==> config.mk <==
export PLATFORM = sky130hd
export DESIGN_NAME = mux_group_seq
export DESIGN_NICKNAME = d
export VERILOG_FILES = /design/src/rtl/mux_group_pkg.sv /design/src/rtl/mux_ch_select.sv /design/src/rtl/mux_group_seq.sv
export SDC_FILE = /design/constraint.sdc
export NUM_CORES = 1
export LEC_CHECK = 0
export CAP_MARGIN = 20
export CELL_PAD_IN_SITES_DETAIL_PLACEMENT = 1
export CELL_PAD_IN_SITES_GLOBAL_PLACEMENT = 1
export CORE_MARGIN = 2
export CORE_UTILIZATION = 42
export DETAILED_ROUTE_END_ITERATION = 6
export GPL_TIMING_DRIVEN = 0
export PLACE_DENSITY = 0.82
export SYNTH_ARGS = -nofsm -noshare
export SYNTH_HDL_FRONTEND = slang
export SYNTH_SLANG_ARGS = --single-unit
==> constraint.sdc <==
create_clock -name iClk -period 2.4 [get_ports iClk]
set_input_delay 0.36 -clock iClk [delete_from_list [all_inputs] [get_ports iClk]]
set_output_delay 0.36 -clock iClk [all_outputs]
set_load 0.01 [all_outputs]
==> src/rtl/mux_group_pkg.sv <==
// Shared definitions for the registered multiplexer group:
// state encodings, mode values and the select-width helper.
package mux_group_pkg;

   localparam logic [1:0] ST_IDLE = 2'd0;
   localparam logic [1:0] ST_HOLD = 2'd1;
   localparam logic [1:0] ST_SCAN = 2'd2;

   localparam logic MODE_DIRECT = 1'b0;
   localparam logic MODE_SCAN   = 1'b1;

   typedef enum logic [1:0] {
      S_IDLE = ST_IDLE,
      S_HOLD = ST_HOLD,
      S_SCAN = ST_SCAN
   } state_t;

   // Bits needed to index n channels (minimum 1).
   function automatic int sel_width(input int n);
      int w;
      w = 1;
      for (int i = 1; i < 31; i++) begin
         if ((1 << i) < n) begin
            w = i + 1;
         end
      end
      return w;
   endfunction

endpackage

==> src/rtl/mux_ch_select.sv <==
// Combinational NCH:1 selector, DW bits wide.
// Ports: data (flattened channels, channel c at [c*DW +: DW]),
//        sel (channel index), y (selected channel).
module mux_ch_select #(
   parameter int DW  = 4,
   parameter int NCH = 4,
   parameter int SW  = 2
) (
   input  logic [NCH*DW-1:0] data,
   input  logic [SW-1:0]     sel,
   output logic [DW-1:0]     y
);

   always_comb begin
      y = '0;
      for (int c = 0; c < NCH; c++) begin
         if (sel == c[SW-1:0]) begin
            y = data[c*DW +: DW];
         end
      end
   end

endmodule

==> src/rtl/mux_group_seq.sv <==
// Registered N-channel mux group: direct single-channel select or
// snapshot-and-stream scan of all channels, valid/ready on both sides.
// Ports: iClk, iRst_n (async, active low); request side iData, iSel,
//        iMode, iValid, oReady; beat side oD, oCh, oLast, oValid, iReady.
module mux_group_seq
   import mux_group_pkg::*;
#(
   parameter int DW  = 4,
   parameter int NCH = 4,
   localparam int SW = sel_width(NCH)
) (
   input  logic              iClk,
   input  logic              iRst_n,
   input  logic [NCH*DW-1:0] iData,
   input  logic [SW-1:0]     iSel,
   input  logic              iMode,
   input  logic              iValid,
   output logic              oReady,
   output logic [DW-1:0]     oD,
   output logic [SW-1:0]     oCh,
   output logic              oLast,
   output logic              oValid,
   input  logic              iReady
);

   localparam logic [SW-1:0] CNT_MAX = SW'(NCH - 1);

   state_t            state;
   state_t            state_nxt;
   logic [SW-1:0]     cnt;
   logic [SW-1:0]     cnt_nxt;
   logic [NCH*DW-1:0] snap;
   logic [NCH*DW-1:0] snap_nxt;
   logic [DW-1:0]     d_q;
   logic [DW-1:0]     d_nxt;
   logic [SW-1:0]     ch_q;
   logic [SW-1:0]     ch_nxt;
   logic              last_q;
   logic              last_nxt;
   logic              valid_q;
   logic              valid_nxt;

   logic              ready;
   logic              accept;
   logic [SW-1:0]     cnt_inc;
   logic [SW-1:0]     ch_inc;
   logic [DW-1:0]     live_d;
   logic [DW-1:0]     snap_d;

   // Ready depends only on state and downstream ready, so a
   // request source can never form a loop through it.
   assign ready  = iRst_n &&
                   ((state == S_IDLE) ||
                    ((state == S_HOLD) && iReady));
   assign accept = iValid && ready;

   // NCH is a power of two, so plain SW-bit wrap is mod NCH.
   assign cnt_inc = cnt + 1'b1;
   assign ch_inc  = ch_q + 1'b1;

   mux_ch_select #(
      .DW  (DW),
      .NCH (NCH),
      .SW  (SW)
   ) u_live_sel (
      .data (iData),
      .sel  (iSel),
      .y    (live_d)
   );

   mux_ch_select #(
      .DW  (DW),
      .NCH (NCH),
      .SW  (SW)
   ) u_snap_sel (
      .data (snap),
      .sel  (ch_inc),
      .y    (snap_d)
   );

   always_comb begin
      state_nxt = state;
      cnt_nxt   = cnt;
      snap_nxt  = snap;
      d_nxt     = d_q;
      ch_nxt    = ch_q;
      last_nxt  = last_q;
      valid_nxt = valid_q;

      unique case (state)
         S_IDLE, S_HOLD: begin
            if (accept) begin
               d_nxt     = live_d;
               ch_nxt    = iSel;
               valid_nxt = 1'b1;
               if (iMode == MODE_SCAN) begin
                  // First beat equals snapshot[iSel]; take it
                  // from the live path since the snapshot is
                  // only being written on this edge.
                  snap_nxt  = iData;
                  cnt_nxt   = '0;
                  last_nxt  = 1'b0;
                  state_nxt = S_SCAN;
               end else begin
                  last_nxt  = 1'b1;
                  state_nxt = S_HOLD;
               end
            end else if ((state == S_HOLD) && iReady) begin
               valid_nxt = 1'b0;
               state_nxt = S_IDLE;
            end
         end
         S_SCAN: begin
            if (iReady) begin
               cnt_nxt = cnt_inc;
               ch_nxt  = ch_inc;
               d_nxt   = snap_d;
               if (cnt_inc == CNT_MAX) begin
                  last_nxt  = 1'b1;
                  state_nxt = S_HOLD;
               end
            end
         end
         default: begin
            valid_nxt = 1'b0;
            state_nxt = S_IDLE;
         end
      endcase
   end

   always_ff @(posedge iClk or negedge iRst_n) begin
      if (!iRst_n) begin
         state   <= S_IDLE;
         cnt     <= '0;
         snap    <= '0;
         d_q     <= '0;
         ch_q    <= '0;
         last_q  <= 1'b0;
         valid_q <= 1'b0;
      end else begin
         state   <= state_nxt;
         cnt     <= cnt_nxt;
         snap    <= snap_nxt;
         d_q     <= d_nxt;
         ch_q    <= ch_nxt;
         last_q  <= last_nxt;
         valid_q <= valid_nxt;
      end
   end

   assign oReady = ready;
   assign oD     = d_q;
   assign oCh    = ch_q;
   assign oLast  = last_q;
   assign oValid = valid_q;

endmodule

==> results by group <==
Run status
  – Outcome: complete, no violations

Synth
  – Count of different cell masters after synthesis: 30
  – Yosys warns: 0
  – Yosys reg bits: 28
  – Synth area leader: dfrtp_1
  – Post-synthesis compound-gate area fraction: 0.106
  – Post-synthesis adder-cell area fraction: 0.0416
  – Avg Inst Size Synth: 11.8 µm²
  – Cell Area, Synth: 0.00151 mm²
  – Mux contribution to synthesized area: 0.200
  – Cells after Synth: 128
  – Synth Area in Simple Gates: 0.143
  – Seq/Total Area, Yosys: 0.466
  – Synthesized Nets: 156
  – Share of the synthesized area in the top cell type: 0.466
  – Synth Area in XOR/XNOR: 0
  – Synth top area cells: dfrtp_1, mux2_4, mux2_2, mux4_2, nand2_1
  – Largest family of logic cells by synthesized area: multiplexers

Die
  – Number of core rows: 21
  – Die area: 0.00408 mm²
  – Core Box Area: 0.00339 mm²
  – Ports: 32
  – Initial core utilization: 0.444
  – Die Y: 63.9 µm
  – Die Wd: 63.9 µm

Timing
  – Final Setup Violations: 0
  – Final Skew: 0.00553 ns
  – Final Max Slew Viols: 0
  – Slew at the pin closest to its max-slew limit: 0.687 ns
  – FMAX: 440 MHz
  – Worst setup margin: 0.126 ns
  – RSZ-0062 raised after global routing: false
  – Relative max-transition margin: 0.542
  – Final Cycle Share: 0.948
  – Hold Vio Cnt, Final: 0
  – Post-layout min period: 2.27 ns

Finish
  – Finished Cell Area: 0.00193 mm²
  – Synth-to-Final Area Change: 27.9%
  – Ant diodes: 0
  – Filler cells: 356
  – Nets: 192
  – Most common cell after layout, fill and taps aside: clkdlybuf4s50_1
  – Final cell utilization of the core: 0.568
  – Layout cells sized above 1: 0.196
  – Commonest cells after routing, fill and taps aside: clkdlybuf4s50_1, dfrtp_1, nand2_1

Detailed routing
  – Iteration-0 DRC count of the detailed router: 20
  – Total Wirelength: 3.81 mm
  – DR pass1 iterations: 4
  – Vias per std cell: 5.48
  – DRC Markers: 0
  – Vias: 1,146
  – Routed length per instance: 18.2 µm
  – ANT nets after route: 0

Clocking
  – CTS tree: done
  – Clock sink count: 28
  – H-tree levels: 1
  – Setup Fix Bufs, Post-CTS: 0
  – Clk buf depth: 2
  – Clk slew on worst S/H paths: 0.15 ns
  – Root Buffer: clkbuf_4
  – # hold bufs at CTS: 0
  – Num CTS Buffers: 3
  – Worst-skew pair later-pin latency: 0.33 ns

Power
  – Clock power frac: 0.110
  – Switch share: 0.373
  – Combinational power share: 0.488
  – VDD IR-drop max: 0.000489 V
  – Reg power frac: 0.403
  – Switching power: 0.792 mW
  – PwrDens: 1100 mW/mm²
  – Static Leakage: 0.808 nW
  – P_int: 1.33 mW

Min path
  – Hold Path Class: in2async

GRT
  – Total grt overflow: 0
  – GRT Util Overall: 0.205
  – Vias in the first global route: 1,297
  – Largest net degree at the start of global routing: 19
  – First-pass GRT wire length: 6.33 mm
  – Antenna violations before repair: 0

Placed design
  – Port Buffers: 30
  – Placed cell area: 0.00189 mm²
  – HPWL after detailed placement: 2.95 mm
  – GP Congestion: 0.763
  – DP Worst Slack: -0.227 ns

Setup path
  – CP arrival: 1.91 ns
  – Worst reg-to-reg setup slack: 0.64 ns
  – CP required: 2.04 ns
  – Maximum fanout along the worst path: 13
  – CP Class: in2out
  – Worst Setup End Kind: output pin
  – CP startpoint kind: primary input

Flow run
  – Max-cap violations: 0
## synthesized netlist by cell type (all sizes together)
master and n:
dfrtp 28, nand2 18, mux2 16, nor2 8
a31oi 6, nand2b 6, buf 5, ha 5
o211ai 5, inv 4, mux4 4, o2111ai 4
nand3 3, o21ai 3, clkbuf 2, nor2b 2
a21o 1, a21oi 1, and3 1, nand3b 1
nor3b 1, nor4 1, o2bb2ai 1, o31ai 1
or2 1
## registers in the layout (all words and copies together) (netlist names)
| register | flops |
|---|---|
| oD | 4 |
| oLast | 1 |
| oValid | 1 |
| oCh | 2 |
| cnt | 2 |
| snap | 16 |
| state | 2 |
## power groups by stage
stage	sequential, mW	combinational, mW	clock (mW)
final	0.857	1.04	0.233
after global routing	0.882	1.14	0.259
after CTS	0.853	1.05	0.237
after detailed placement	0.864	1.03	0
after global placement	0.847	0.968	0
after floorplan	0.847	0.636	0
## metal layers
| metal | track usage | wire, µm |
|---|---|---|
| met2 | 0.346 | 1930 |
| met1 | 0.263 | 1670 |
| met3 | 0.0211 | 107 |
| met5 | 0 | 0 |
| met4 | 0.0978 | 97 |
## timing repair
item / in CTS / in global routing
hold endpoints to repair: 0 / 0
endpoints found under the setup margin: 1 / 0
resized for setup: 1 / 0
## cell families after synthesis
kind of cell             Yosys count
AO/OA/AOI/OAI                     22
multiplexers                      20
buffers and inverters             11
adder cells (fa/ha/maj)            5
AND/OR/NAND/NOR                   42
flip-flops                        28
## worst max-delay path, cell delays in order
cell and delay, ns:
dlygate4sd2_1 0.64, nor3b_4 0.33, clkdlybuf4s50_1 0.57
## stage by stage
stage                     hold WS (ns)  setup TNS (ns)  cells  total power [mW]
after floorplan                 0.0644               0    128              1.48
after CTS                        0.167               0    209              2.14
after global placement           0.462          -16.06    204              1.81
final                            0.156               0    209              2.13
after global routing             0.165               0    209              2.28
after detailed placement         0.483           -3.34    205              1.90
## layout make-up
cell class	instances	area, µm²	share of cell area
clock buffer	4	36.3	0.0188
buffer	7	52.6	0.0273
sequential	28	701	0.364
inverter	4	15.0	0.00780
timing repair buffer	31	327	0.170
tap	46	57.6	0.0299
multi-input combinational	89	737	0.383
## worst paths after layout
| kind | from | endpoint | depth (start not counted) |
|---|---|---|---|
| min in group iClk | oValid | oValid | 2 |
| worst max register to register | state[0] | snap[1] | 6 |
| worst max-delay path | iRst_n | oReady | 3 |
| max in group asynchronous | iRst_n | snap[0] | 2 |
| worst min-delay path | iRst_n | oD[2] | 1 |
| worst min register to register | oValid | oValid | 2 |
Note: power is estimated with default switching activity, not from simulation.
